$ cat src/rtl/brt_commit_ctrl_if.sv
// ----------------------------------------------------------------------------
// brt_commit_ctrl_if
//
// Purpose:
//   Bundles the three handshakes of the branch commit controller: the ROB
//   head commit request/ack, the BRT commit request/resolution, and the
//   fetch redirect. Signal names keep the controller's point of view
//   (i_* flows into the controller, o_* flows out of it).
//
// Modports:
//   master : the commit controller (drives o_*, samples i_*)
//   slave  : the environment around it (ROB, BRT, fetch)
//
// Signals:
//   i_rob_commit_req        ROB head is a branch ready to retire
//   i_rob_commit_rob_addr   ROB address of that branch
//   o_rob_commit_ack        one-cycle retire pulse
//   o_brt_commit            commit request to BRT
//   o_brt_commit_rob_addr   latched ROB address sent to BRT
//   i_brt_commit_done       BRT resolved and released the entry
//   i_brt_commit_miss_pre   valid with done: branch was mispredicted
//   i_brt_commit_cal_target valid with done: correct next PC
//   o_redirect_v            fetch redirect valid
//   o_redirect_pc           fetch redirect PC
//   i_fetch_redirect_ready  fetch accepts the redirect
// ----------------------------------------------------------------------------
interface brt_commit_ctrl_if #(
    parameter int ROBSIZE = 8
);
    logic               i_rob_commit_req;
    logic [ROBSIZE-1:0] i_rob_commit_rob_addr;
    logic               o_rob_commit_ack;

    logic               o_brt_commit;
    logic [ROBSIZE-1:0] o_brt_commit_rob_addr;
    logic               i_brt_commit_done;
    logic               i_brt_commit_miss_pre;
    logic [31:0]        i_brt_commit_cal_target;

    logic               o_redirect_v;
    logic [31:0]        o_redirect_pc;
    logic               i_fetch_redirect_ready;

    modport master (
        input  i_rob_commit_req,
        input  i_rob_commit_rob_addr,
        output o_rob_commit_ack,
        output o_brt_commit,
        output o_brt_commit_rob_addr,
        input  i_brt_commit_done,
        input  i_brt_commit_miss_pre,
        input  i_brt_commit_cal_target,
        output o_redirect_v,
        output o_redirect_pc,
        input  i_fetch_redirect_ready
    );

    modport slave (
        output i_rob_commit_req,
        output i_rob_commit_rob_addr,
        input  o_rob_commit_ack,
        input  o_brt_commit,
        input  o_brt_commit_rob_addr,
        output i_brt_commit_done,
        output i_brt_commit_miss_pre,
        output i_brt_commit_cal_target,
        input  o_redirect_v,
        input  o_redirect_pc,
        output i_fetch_redirect_ready
    );
endinterface

$ cat src/rtl/brt_commit_ctrl.sv
// ----------------------------------------------------------------------------
// brt_commit_ctrl
//
// Purpose:
//   Retires branch entries from the branch resolution table. A commit
//   request from the ROB head is forwarded to the BRT; a correct prediction
//   is acknowledged straight away, a misprediction first broadcasts a flush
//   for FLUSH_CYCLES cycles, then holds a fetch redirect until fetch takes
//   it, and only then acknowledges the ROB.
//
// Ports:
//   clk            clock
//   rstn           asynchronous active-low reset
//   i_ext_flush    external abort (exception/trap), returns to IDLE
//   bus            commit/BRT/redirect handshakes (master modport)
//   o_flush        flush to BRT, ROB and pipeline
//   o_busy         controller not idle
//   o_timeout_err  sticky: BRT did not resolve within TIMEOUT cycles
//   o_commit_cnt   retired branches (wraps)
//   o_mispred_cnt  mispredicted branches (wraps)
//
// All outputs are decoded from registered state only.
// ----------------------------------------------------------------------------
module brt_commit_ctrl #(
    parameter int ROBSIZE      = 8,
    parameter int FLUSH_CYCLES = 2,
    parameter int TIMEOUT      = 64,
    parameter int CNTW         = 16
) (
    input  logic                 clk,
    input  logic                 rstn,
    input  logic                 i_ext_flush,
    brt_commit_ctrl_if.master    bus,
    output logic                 o_flush,
    output logic                 o_busy,
    output logic                 o_timeout_err,
    output logic [CNTW-1:0]      o_commit_cnt,
    output logic [CNTW-1:0]      o_mispred_cnt
);

    // The flush counter only needs to reach FLUSH_CYCLES-1; the wait counter
    // saturates at TIMEOUT.
    localparam int FCW = (FLUSH_CYCLES > 1) ? $clog2(FLUSH_CYCLES) : 1;
    localparam int WCW = (TIMEOUT > 0) ? $clog2(TIMEOUT + 1) : 1;
    localparam logic [FCW-1:0] FLUSH_LAST = FCW'(FLUSH_CYCLES - 1);
    localparam logic [WCW-1:0] WAIT_LIMIT = WCW'(TIMEOUT);

    typedef enum logic [2:0] {
        S_IDLE,
        S_REQ,
        S_FLUSH,
        S_REDIRECT,
        S_ACK
    } state_e;

    state_e             state_q, state_d;
    logic [ROBSIZE-1:0] addr_q, addr_d;
    logic [31:0]        target_q, target_d;
    logic [FCW-1:0]     flush_cnt_q, flush_cnt_d;
    logic [WCW-1:0]     wait_q, wait_d;
    logic [WCW-1:0]     wait_inc;
    logic               err_q, err_d;
    logic [CNTW-1:0]    commit_cnt_q, commit_cnt_d;
    logic [CNTW-1:0]    mispred_cnt_q, mispred_cnt_d;

    logic               ack_o, brt_commit_o, flush_o, redirect_v_o, busy_o;

    // State and datapath registers; reset drops everything, including the
    // state-decoded outputs, without waiting for a clock edge.
    always_ff @(posedge clk or negedge rstn) begin
        if (!rstn) begin
            state_q       <= S_IDLE;
            addr_q        <= '0;
            target_q      <= '0;
            flush_cnt_q   <= '0;
            wait_q        <= '0;
            err_q         <= 1'b0;
            commit_cnt_q  <= '0;
            mispred_cnt_q <= '0;
        end else begin
            state_q       <= state_d;
            addr_q        <= addr_d;
            target_q      <= target_d;
            flush_cnt_q   <= flush_cnt_d;
            wait_q        <= wait_d;
            err_q         <= err_d;
            commit_cnt_q  <= commit_cnt_d;
            mispred_cnt_q <= mispred_cnt_d;
        end
    end

    // Next-state logic. The external abort is applied last so it overrides
    // BRT resolution and fetch acceptance arriving in the same cycle.
    always_comb begin
        state_d = state_q;
        case (state_q)
            S_IDLE: begin
                if (bus.i_rob_commit_req) begin
                    state_d = S_REQ;
                end
            end
            S_REQ: begin
                if (bus.i_brt_commit_done) begin
                    state_d = bus.i_brt_commit_miss_pre ? S_FLUSH : S_ACK;
                end
            end
            S_FLUSH: begin
                if (flush_cnt_q == FLUSH_LAST) begin
                    state_d = S_REDIRECT;
                end
            end
            S_REDIRECT: begin
                if (bus.i_fetch_redirect_ready) begin
                    state_d = S_ACK;
                end
            end
            S_ACK: begin
                state_d = S_IDLE;
            end
            default: begin
                state_d = S_IDLE;
            end
        endcase
        if (i_ext_flush) begin
            state_d = S_IDLE;
        end
    end

    // Datapath next values: address/target latches, flush and wait counters,
    // sticky timeout flag and the performance counters.
    always_comb begin
        addr_d        = addr_q;
        target_d      = target_q;
        flush_cnt_d   = flush_cnt_q;
        wait_d        = wait_q;
        err_d         = err_q;
        commit_cnt_d  = commit_cnt_q;
        mispred_cnt_d = mispred_cnt_q;
        wait_inc      = wait_q + 1'b1;

        if (state_q == S_IDLE && bus.i_rob_commit_req && !i_ext_flush) begin
            addr_d = bus.i_rob_commit_rob_addr;
        end

        if (state_q == S_REQ && bus.i_brt_commit_done && !i_ext_flush) begin
            target_d = bus.i_brt_commit_cal_target;
            if (bus.i_brt_commit_miss_pre) begin
                mispred_cnt_d = mispred_cnt_q + 1'b1;
            end
        end

        // Wait counter saturates at the limit so the flag keeps its meaning
        // however long the BRT stalls.
        if (TIMEOUT > 0 && state_q == S_REQ && !bus.i_brt_commit_done
                && wait_q != WAIT_LIMIT) begin
            wait_d = wait_inc;
            if (wait_inc == WAIT_LIMIT) begin
                err_d = 1'b1;
            end
        end
        if (state_d != S_REQ) begin
            wait_d = '0;
        end

        if (state_q == S_FLUSH) begin
            flush_cnt_d = (flush_cnt_q == FLUSH_LAST) ? '0 : flush_cnt_q + 1'b1;
        end
        if (i_ext_flush) begin
            flush_cnt_d = '0;
        end

        // Counted on entry to ACK so the count moves together with the ack.
        if (state_d == S_ACK && state_q != S_ACK) begin
            commit_cnt_d = commit_cnt_q + 1'b1;
        end
    end

    // Output decode from the registered state.
    always_comb begin
        ack_o        = 1'b0;
        brt_commit_o = 1'b0;
        flush_o      = 1'b0;
        redirect_v_o = 1'b0;
        busy_o       = (state_q != S_IDLE);
        case (state_q)
            S_REQ:      brt_commit_o = 1'b1;
            S_FLUSH:    flush_o      = 1'b1;
            S_REDIRECT: redirect_v_o = 1'b1;
            S_ACK:      ack_o        = 1'b1;
            default:    ;
        endcase
    end

    assign bus.o_rob_commit_ack      = ack_o;
    assign bus.o_brt_commit          = brt_commit_o;
    assign bus.o_brt_commit_rob_addr = addr_q;
    assign bus.o_redirect_v          = redirect_v_o;
    assign bus.o_redirect_pc         = target_q;

    assign o_flush       = flush_o;
    assign o_busy        = busy_o;
    assign o_timeout_err = err_q;
    assign o_commit_cnt  = commit_cnt_q;
    assign o_mispred_cnt = mispred_cnt_q;

endmodule

$ cat src/flat_wrapper.sv
// flat-port wrapper written by rule: the top's interface ports become plain ports
module brt_commit_ctrl_flat 
#(
    parameter int ROBSIZE      = 8,
    parameter int FLUSH_CYCLES = 2,
    parameter int TIMEOUT      = 64,
    parameter int CNTW         = 16
)
  (clk, rstn, i_ext_flush, o_flush, o_busy, o_timeout_err, o_commit_cnt, o_mispred_cnt, bus_i_rob_commit_req, bus_i_rob_commit_rob_addr, bus_o_rob_commit_ack, bus_o_brt_commit, bus_o_brt_commit_rob_addr, bus_i_brt_commit_done, bus_i_brt_commit_miss_pre, bus_i_brt_commit_cal_target, bus_o_redirect_v, bus_o_redirect_pc, bus_i_fetch_redirect_ready);
  brt_commit_ctrl_if #(.ROBSIZE(ROBSIZE)) bus_i ();
  input  logic clk;
  input  logic rstn;
  input  logic i_ext_flush;
  output logic o_flush;
  output logic o_busy;
  output logic o_timeout_err;
  output logic [CNTW-1:0] o_commit_cnt;
  output logic [CNTW-1:0] o_mispred_cnt;
  input wire logic [$bits(bus_i.i_rob_commit_req)-1:0] bus_i_rob_commit_req;
  input wire logic [$bits(bus_i.i_rob_commit_rob_addr)-1:0] bus_i_rob_commit_rob_addr;
  output wire logic [$bits(bus_i.o_rob_commit_ack)-1:0] bus_o_rob_commit_ack;
  output wire logic [$bits(bus_i.o_brt_commit)-1:0] bus_o_brt_commit;
  output wire logic [$bits(bus_i.o_brt_commit_rob_addr)-1:0] bus_o_brt_commit_rob_addr;
  input wire logic [$bits(bus_i.i_brt_commit_done)-1:0] bus_i_brt_commit_done;
  input wire logic [$bits(bus_i.i_brt_commit_miss_pre)-1:0] bus_i_brt_commit_miss_pre;
  input wire logic [$bits(bus_i.i_brt_commit_cal_target)-1:0] bus_i_brt_commit_cal_target;
  output wire logic [$bits(bus_i.o_redirect_v)-1:0] bus_o_redirect_v;
  output wire logic [$bits(bus_i.o_redirect_pc)-1:0] bus_o_redirect_pc;
  input wire logic [$bits(bus_i.i_fetch_redirect_ready)-1:0] bus_i_fetch_redirect_ready;
  assign bus_i.i_rob_commit_req = bus_i_rob_commit_req;
  assign bus_i.i_rob_commit_rob_addr = bus_i_rob_commit_rob_addr;
  assign bus_o_rob_commit_ack = bus_i.o_rob_commit_ack;
  assign bus_o_brt_commit = bus_i.o_brt_commit;
  assign bus_o_brt_commit_rob_addr = bus_i.o_brt_commit_rob_addr;
  assign bus_i.i_brt_commit_done = bus_i_brt_commit_done;
  assign bus_i.i_brt_commit_miss_pre = bus_i_brt_commit_miss_pre;
  assign bus_i.i_brt_commit_cal_target = bus_i_brt_commit_cal_target;
  assign bus_o_redirect_v = bus_i.o_redirect_v;
  assign bus_o_redirect_pc = bus_i.o_redirect_pc;
  assign bus_i.i_fetch_redirect_ready = bus_i_fetch_redirect_ready;
  brt_commit_ctrl #(.ROBSIZE(ROBSIZE), .FLUSH_CYCLES(FLUSH_CYCLES), .TIMEOUT(TIMEOUT), .CNTW(CNTW)) u_core (.clk(clk), .rstn(rstn), .i_ext_flush(i_ext_flush), .bus(bus_i), .o_flush(o_flush), .o_busy(o_busy), .o_timeout_err(o_timeout_err), .o_commit_cnt(o_commit_cnt), .o_mispred_cnt(o_mispred_cnt));
endmodule
$ cat config.mk
export PLATFORM = sky130hd
export DESIGN_NAME = brt_commit_ctrl_flat
export DESIGN_NICKNAME = d
export VERILOG_FILES = /design/src/rtl/brt_commit_ctrl_if.sv /design/src/rtl/brt_commit_ctrl.sv /design/src/flat_wrapper.sv
export SDC_FILE = /design/constraint.sdc
export NUM_CORES = 1
export LEC_CHECK = 0
export CAP_MARGIN = 20
export CORE_MARGIN = 3
export CORE_UTILIZATION = 42
export CTS_CLUSTER_SIZE = 12
export DETAILED_ROUTE_END_ITERATION = 6
export GPL_TIMING_DRIVEN = 0
export PLACE_DENSITY = 0.83
export SYNTH_ARGS = -nofsm -noshare
export SYNTH_HDL_FRONTEND = slang
export SYNTH_SLANG_ARGS = --single-unit
export TNS_END_PERCENT = 30
$ cat constraint.sdc
create_clock -name clk -period 1.7 [get_ports clk]
set_input_delay 0.51 -clock clk [delete_from_list [all_inputs] [get_ports clk]]
set_output_delay 0.51 -clock clk [all_outputs]
set_load 0.05 [all_outputs]
==> results.cfg, run 1 <==
[final_layout]
nNetsFinal = 494
final_cell_mix = dfrtp_1, clkdlybuf4s15_2, clkdlybuf4s50_1
final_cells = 555
layout-drive-gt1-share_pct = 43.0
layout_commonest_cell = dfrtp_1
areaGrowthSynthToFinish_pct = 50.9
n_antenna_cell = 0
finalInstanceArea_mm2 = 0.00574

[die]
initial_utilization_pct = 43.4
die_h_um = 101
die-area_mm2 = 0.0102
die_w_um = 101
io_pins = 125
coreArea_mm2 = 0.00876
rows = 34

[clocking]
root_buffer = clkbuf_8
cts.hold.buffers_added = 0
cts_tree = done
cts_buffers = 9
cts_buffer_depth = 2
htree_num_levels = 3
insertion_delay_ns = 0.35
path_clk_slew_ns = 0.10
cts.sinks = 84

[status]
violations = setup timing
outcome = complete, but fails checks

[place]
gp_congestion = 0.776
dp_hpwl_um = 6320
place_inst = 525
numPortBuffers = 124
placed_area_mm2 = 0.00527

[synth]
netlist_area_mm2 = 0.00380
synth_cell_types = 41
synthArstFlopShare_pct = 100
syn-instance-count = 292
ys_top_cells_by_area = dfrtp_1, mux2_4, xnor2_1
synth_top_area_share_pct = 55.2
ys_ff_latch = 84
syn_nets = 344
synth-warning-count = 0
synth_edf_count = 0
syn_avg_cell_area_um2 = 13.0
yosysSeqAreaShare_pct = 55.2
synth-main-ff-cell = dfrtp_1
synth_top_area_cell = dfrtp_1

[run]
drv_cap = 0

[critical_path]
crit_type = reg2reg
critPathLaunchType = flop
crit_fanout = 10
end_kind = flop
cp_data_required_time_ns = 1.93
arrival_ns = 2.20

[global_route]
grt_pass1_wl_um = 14500
grt_util_met1_pct = 23.7
antenna_found_initial = 0
use_met3_pct = 4.55
grt_overflow = 0
grt_pass1_vias = 2960
grtUsageTotal_pct = 17.8
grt_start_max_net_pins = 44
use_met2_pct = 29.2
busiest_layer = met2

[detailed_routing]
post_drt_wl_per_cell_um = 16.2
ant_nets = 0
first_iter_violations = 83
viasPerCell = 5.17
routed_wl_um = 9000
drc = 0
dr.pass1.iters = 4
vias = 2871

[sta]
rsz0062_at_grt = true
setup_slack_ns = -0.272
max_freq_ghz = 0.507
final.setup.tns_ns = -10.37
slew_violations = 0
setup_viol = 62
hold_viol_final = 0
skew_ns = 0.0149
slew_headroom_pct = 63.0
worst_pin_slew_ns = 0.555
fin_crit_ns = 1.97
min_period_over_period_pct = 116

[power]
max-vdd-ir-drop_uv = 924
powerDensity_mw_per_mm2 = 1200
static-leakage-power_uw = 0.00263
power_uw = 6890

[hold_path]
hold_path_class = in2async
synth_stat cells (all sizes together), types with 2 or more instances:
library cell,count
buf,4
nor3b,6
nand2,18
xnor2,26
or4b,2
nor4,4
o21ai,2
nor3,5
a311oi,2
dfrtp,84
clkbuf,4
or3,3
and3,7
mux2,42
xor2,12
nand3,11
ha,5
inv,9
nor2,13
a21oi,2
or3b,2
and3b,2
nand4,11
a211oi,4
worst max-delay path: stages, from the launching register on:
cell	delay (ns)
dfrtp_2	0.38
buf_4	0.15
or3b_4	0.38
or3_4	0.34
buf_6	0.15
buf_8	0.15
mux2_4	0.30
where the power goes:
| part | total (uW) | internal (uW) | switching, uW |
|---|---|---|---|
| Combinational | 2810 | 1050 | 1760 |
| Sequential | 2590 | 2350 | 239 |
| Clock | 1490 | 732 | 758 |
| Total | 6890 | 4130 | 2760 |
path summary, 6_finish.rpt:
check,startpoint,to,slack (ns),cells after the start
min in group clk,u_core.o_mispred_cnt[15],u_core.o_mispred_cnt[15],0.48,1
hold / removal,rstn,u_core.o_mispred_cnt[5],0.14,1
hold reg to reg,u_core.o_mispred_cnt[15],u_core.o_mispred_cnt[15],0.48,1
setup reg to reg,u_core.state_q[0],u_core.bus.o_redirect_pc[15],-0.27,6
max in group asynchronous,rstn,u_core.wait_q[0],0.95,2
setup / recovery,u_core.state_q[0],u_core.bus.o_redirect_pc[15],-0.27,6
cell type report:
type | count | area (um2)
Tap cell | 108 | 135
Timing Repair Buffer | 139 | 1330
Sequential cell | 84 | 2110
Clock buffer | 10 | 138
Clock inverter | 6 | 71.3
Inverter | 9 | 33.8
Buffer | 8 | 113
Fill cell | 676 | 3020
Multi-Input combinational cell | 191 | 1820
flip-flops by register name, indices dropped and copies added, names as in the netlist:
register / count
u_core.bus.o_redirect_pc: 32
u_core.bus.o_brt_commit_rob_addr: 8
u_core.flush_cnt_q: 1
u_core.wait_q: 7
u_core.o_mispred_cnt: 16
u_core.state_q: 3
u_core.o_timeout_err: 1
u_core.o_commit_cnt: 16
per-layer routing:
| metal | routed length [um] | up-vias |
|---|---|---|
| li1 | - | 1334 |
| met1 | 3900 | 1424 |
| met2 | 4390 | 99 |
| met3 | 603 | 14 |
| met4 | 109 | 0 |
| met5 | 0 | - |
logic make-up (layout without fill, tap and decap cells):
logic type | after synthesis | after routing | share of synthesized area [%]
AOI/OAI and AO/OA | 16 | 16 | 3.55
xor gates and xnor gates | 38 | 38 | 8.75
adders and majority gates | 5 | 5 | 1.64
buffers and inverters | 17 | 172 | 2.30
DFF | 84 | 84 | 55.2
muxes | 43 | 43 | 15.7
and+or+nand+nor | 89 | 89 | 12.9
stage by stage:
stage | setup WS, ns | hold WS, ns | util [%]
5_1_grt | -0.313 | 0.156 | 65.5
4_1_cts | -0.281 | 0.154 | 66.1
3_3_place_gp | -3.12 | 0.460 | 59.9
2_1_floorplan | -0.207 | 0.214 | -
3_5_place_dp | -0.980 | 0.463 | 60.1
6_report | -0.272 | 0.139 | 65.5
what timing repair did:
action | in CTS | in global routing
endpoints found under the setup margin | 156 | 98
setup buffers | 11 | 3
resized for setup | 308 | 45
pin swaps | 19 | 7
(Power assumes the default switching activity.)
==> run 2, diff against run 1 <==
Settings changed: SLEW_MARGIN from default to 20, TNS_END_PERCENT 30 to 20.
==> results.cfg, run 2 (synthesis gave the netlist of run 1 again) <==
[status]
outcome = complete, but fails checks
violations = setup timing

[sta]
setup_viol = 66
slew_headroom_pct = 58.1
rsz0062_at_grt = true
slew_violations = 0
max_freq_ghz = 0.507
hold_viol_final = 0
worst_pin_slew_ns = 0.627
min_period_over_period_pct = 116
skew_ns = 0.0153
setup_slack_ns = -0.272
fin_crit_ns = 1.97

[critical_path]
startpoint = u_core.state_q[0]
critPathLaunchType = flop
cp_top_family = simple AND/OR/NAND/NOR gates
arrival_ns = 2.20
r2r_start = u_core.state_q[0]
r2r_slack_ns = -0.27
cp_slowest_cell = or3_4
worstPathCellList = buf_6, or3b_4, or3_4, clkbuf_16, mux2_4
cp_slowest_stage_delay_ns = 0.46
cp_data_required_time_ns = 1.93
path_buf_inv = 2
end_kind = flop
crit_type = reg2reg
crit_fanout = 8

[power]
max-vdd-ir-drop_uv = 736
powerDensity_mw_per_mm2 = 1220
power_uw = 7130
static-leakage-power_uw = 0.00271

[final_layout]
fill_cells = 653
layout_commonest_cell = dfrtp_1
final_cell_mix = dfrtp_1, clkdlybuf4s15_2, clkdlybuf4s50_1
nNetsFinal = 495
areaGrowthSynthToFinish_pct = 53.8
finalInstanceArea_mm2 = 0.00585
final_cells = 556
largest_reg_flops = 32
final_util_pct = 66.8
n_antenna_cell = 0
layout-drive-gt1-share_pct = 43.5

[place]
numPortBuffers = 124
pre_cts_ws_ns = -0.940
gp_congestion = 0.819
dp_hpwl_um = 6480
place_inst = 525
placed_area_mm2 = 0.00526

[detailed_routing]
post_drt_wl_per_cell_um = 17.2
first_iter_violations = 67
ant_nets = 0
dr.pass1.iters = 4
viasPerCell = 5.23
vias = 2910
routed_wl_um = 9590
drc = 0

[clocking]
root_buffer = clkbuf_8
cts.hold.buffers_added = 0
insertion_delay_ns = 0.36
cts_tree = done
cts.sinks = 84
htree_num_levels = 3
cts_buffer_depth = 2
cts_buffers = 9
path_clk_slew_ns = 0.08

[global_route]
grt_pass1_wl_um = 15500
grt_pass1_vias = 3108
grt_overflow = 0
grt_start_max_net_pins = 44
antenna_found_initial = 0
grtUsageTotal_pct = 19.2

[die]
io_pins = 125
die-area_mm2 = 0.0102
die_w_um = 101
rows = 34
coreArea_mm2 = 0.00876
die_h_um = 101
initial_utilization_pct = 43.4

[hold_path]
hold_path_class = in2async

[run]
drv_cap = 0
==> run 2: stage by stage <==
step	setup TNS [ns]	hold WS, ns
floorplan	-8.10	0.214
global placement	-293.28	0.459
detailed placement	-60.46	0.465
CTS	-10.14	0.156
global route	-14.03	0.170
finish	-10.48	0.154
==> run 2: area by class of cell <==
cell class | instances | area [um2] | area share (%)
Inverter | 9 | 33.8 | 0.577
Tap cell | 108 | 135 | 2.31
Multi-Input combinational cell | 191 | 1840 | 31.4
Buffer | 7 | 116 | 1.99
Timing Repair Buffer | 141 | 1380 | 23.6
Sequential cell | 84 | 2110 | 36.0
Clock buffer | 10 | 128 | 2.18
Clock inverter | 6 | 113 | 1.92
==> run 2: metal layers <==
layer | vias to the layer above | global-route usage (%) | wire, um | share of wire [%]
met5 | - | 0 | 0 | 0
met4 | 0 | 6.85 | 167 | 1.7
met3 | 16 | 3.99 | 583 | 6.1
met2 | 101 | 32.4 | 4850 | 51
met1 | 1451 | 24.5 | 3990 | 42
li1 | 1342 | - | - | -
==> run 2: path summary, 6_finish.rpt <==
| path | end | cells after the start |
|---|---|---|
| min in group clk | u_core.o_commit_cnt[15] | 1 |
| setup reg to reg | u_core.bus.o_redirect_pc[10] | 5 |
| hold reg to reg | u_core.o_commit_cnt[15] | 1 |
| hold / removal | u_core.bus.o_brt_commit_rob_addr[6] | 1 |
| setup / recovery | u_core.bus.o_redirect_pc[10] | 5 |
| max in group asynchronous | u_core.bus.o_redirect_pc[16] | 2 |
==> run 2: worst reg2reg max path, delay by kind of cell, from the launching register on <==
family / cells / cell delay, ns
AND/OR/NAND/NOR: 2 / 0.84
flip-flops: 1 / 0.39
buffers and inverters: 2 / 0.35
multiplexers: 1 / 0.30
==> run 2: power breakdown <==
part	switching, uW	leakage, uW	internal (uW)
Clock	736	0.000120	980
Sequential	239	0.00107	2350
Combinational	1770	0.00153	1060
Total	2740	0.00271	4390
==> run 2: what timing repair did <==
action | in CTS | in global routing
endpoints found under the hold margin | 0 | 0
buffers inserted | 10 | 2
cloned | 1 | 3
gates resized for setup | 313 | 49
pin swaps | 20 | 11
setup endpoints to repair | 158 | 91
==> run 3, diff against run 2 <==
Settings changed: PLACE_DENSITY 0.83 to 0.81.
==> results.cfg, run 3 (synthesis gave the netlist of run 1 again) <==
[status]
outcome = complete, but fails checks
violations = setup timing

[final_layout]
regArea_mm2 = 0.00211
layout-drive-gt1-share_pct = 43.0
largest_reg_flops = 32
areaGrowthSynthToFinish_pct = 53.3
nNetsFinal = 496
fill_cells = 634
n_antenna_cell = 0
multiInputGateArea_mm2 = 0.00181
finalInstanceArea_mm2 = 0.00583
final_cell_mix = dfrtp_1, clkdlybuf4s15_2, clkdlybuf4s50_1
layout_commonest_cell = dfrtp_1

[clocking]
insertion_delay_ns = 0.34
root_buffer = clkbuf_8
path_clk_slew_ns = 0.08
cts_buffers = 9
cts.sinks = 84
htree_num_levels = 3
cts.hold.buffers_added = 0
cts_buffer_depth = 2
cts_tree = done

[critical_path]
cp_slowest_cell = dfrtp_1
cp_data_required_time_ns = 1.19
crit_path_frequent_cell = buf_8
crit_fanout = 8
worstPathCellList = buf_8, or3_4, buf_8
crit_type = reg2out
cp_slowest_stage_delay_ns = 0.41
critPathLaunchType = flop
end_kind = output pin
arrival_ns = 1.46

[sta]
worst_pin_slew_ns = 0.656
setup_viol = 60
skew_ns = 0.0109
setup_slack_ns = -0.273
fin_crit_ns = 1.97
hold_viol_final = 0
max_freq_ghz = 0.507
slew_headroom_pct = 56.2
slew_violations = 0
rsz0062_at_grt = true
min_period_over_period_pct = 116

[power]
p_comb_share_pct = 39.5
max-vdd-ir-drop_uv = 707
swShare_pct = 38.3
power.internal_uw = 4380
powerDensity_mw_per_mm2 = 1220
static-leakage-power_uw = 0.00267
power_uw = 7100
clkPwrFrac_pct = 23.9
switching_power_uw = 2720
seqPwrFrac_pct = 36.6

[global_route]
grtUsageTotal_pct = 17.8
antenna_found_initial = 0
grt_overflow = 0
grt_pass1_wl_um = 14800
grt_start_max_net_pins = 45
grt_pass1_vias = 2962

[detailed_routing]
vias = 2862
post_drt_wl_per_cell_um = 16.3
drc = 0
first_iter_violations = 100
ant_nets = 0
routed_wl_um = 9100
viasPerCell = 5.14
dr.pass1.iters = 4

[place]
gp_congestion = 0.801
dp_hpwl_um = 6270
numPortBuffers = 124
placed_area_mm2 = 0.00526

[run]
drv_cap = 0

[die]
die-area_mm2 = 0.0102
io_pins = 125
coreArea_mm2 = 0.00876
initial_utilization_pct = 43.4
die_h_um = 101
die_w_um = 101
rows = 34

[hold_path]
hold_path_class = in2async
[run 3: changes by cell type in the layout (fill, tap and decap cells not counted), moves of 3 or more]
| cell | delta |
|---|---|
| clkdlybuf4s15_2 | +7 |
| buf_4 | +3 |
| buf_2 | -7 |
| clkbuf_16 | -3 |
[run 3: path summary, 6_finish.rpt]
kind                                     startpoint                            to  slack, ns  cells after the start
min in group clk           u_core.o_mispred_cnt[15]      u_core.o_mispred_cnt[15]       0.48                      1
setup / recovery                  u_core.state_q[2]                        o_busy      -0.27                      3
hold / removal                                 rstn              u_core.wait_q[1]       0.14                      1
setup reg to reg                  u_core.state_q[0]   u_core.bus.o_redirect_pc[5]      -0.24                      5
hold reg to reg            u_core.o_mispred_cnt[15]      u_core.o_mispred_cnt[15]       0.48                      1
max in group asynchronous                      rstn  u_core.bus.o_redirect_pc[15]       0.94                      2
[run 3: layout make-up]
cell class	instances	area share, %
clock inverters	6	1.93
inverters	9	0.579
clock buffers	10	2.19
flip-flops and latches	84	36.1
multi-input cells	191	31.0
plain buffers	7	2.02
well taps	108	2.32
repair buffers	142	23.9
[run 3: power by group through the flow]
stage | clock [uW] | sequential [uW] | combinational, uW
5_1_grt | 1830 | 2650 | 2940
4_1_cts | 1740 | 2600 | 2830
3_3_place_gp | 0 | 2610 | 2830
3_5_place_dp | 0 | 2640 | 2860
2_1_floorplan | 0 | 3860 | 604
6_report | 1700 | 2600 | 2800
[run 3: per-layer routing]
metal	vias to the layer above	part of all wire [%]	wire length (um)	track usage, %
met2	93	50	4520	29.5
met3	10	7.0	636	4.20
met1	1425	43	3880	23.9
li1	1334	-	-	-
met4	0	0.79	72	4.29
met5	-	0	0	0
[run 3: metrics by stage]
step | setup TNS (ns) | setup WS, ns | util (%) | instances | hold WS [ns]
6_report | -10.01 | -0.273 | 66.5 | 557 | 0.140
5_1_grt | -12.92 | -0.297 | 66.5 | 557 | 0.166
4_1_cts | -8.38 | -0.281 | 66.4 | 552 | 0.152
3_5_place_dp | -63.24 | -0.977 | 60.1 | 525 | 0.464
3_3_place_gp | -297.38 | -3.12 | 59.9 | 524 | 0.461
2_1_floorplan | -8.10 | -0.207 | - | 292 | 0.214
[run 3: repair_timing]
action / 4_1_cts / 5_1_grt
buffers inserted: 12 / 5
pin swaps: 15 / 10
resized for setup: 305 / 40
setup endpoints to repair: 158 / 93
[run 3: critical path, delay by kind of cell (launching register included)]
kind,cells,cell delay [ns]
flip-flops,1,0.41
buffers and inverters,2,0.31
AND/OR/NAND/NOR,1,0.40
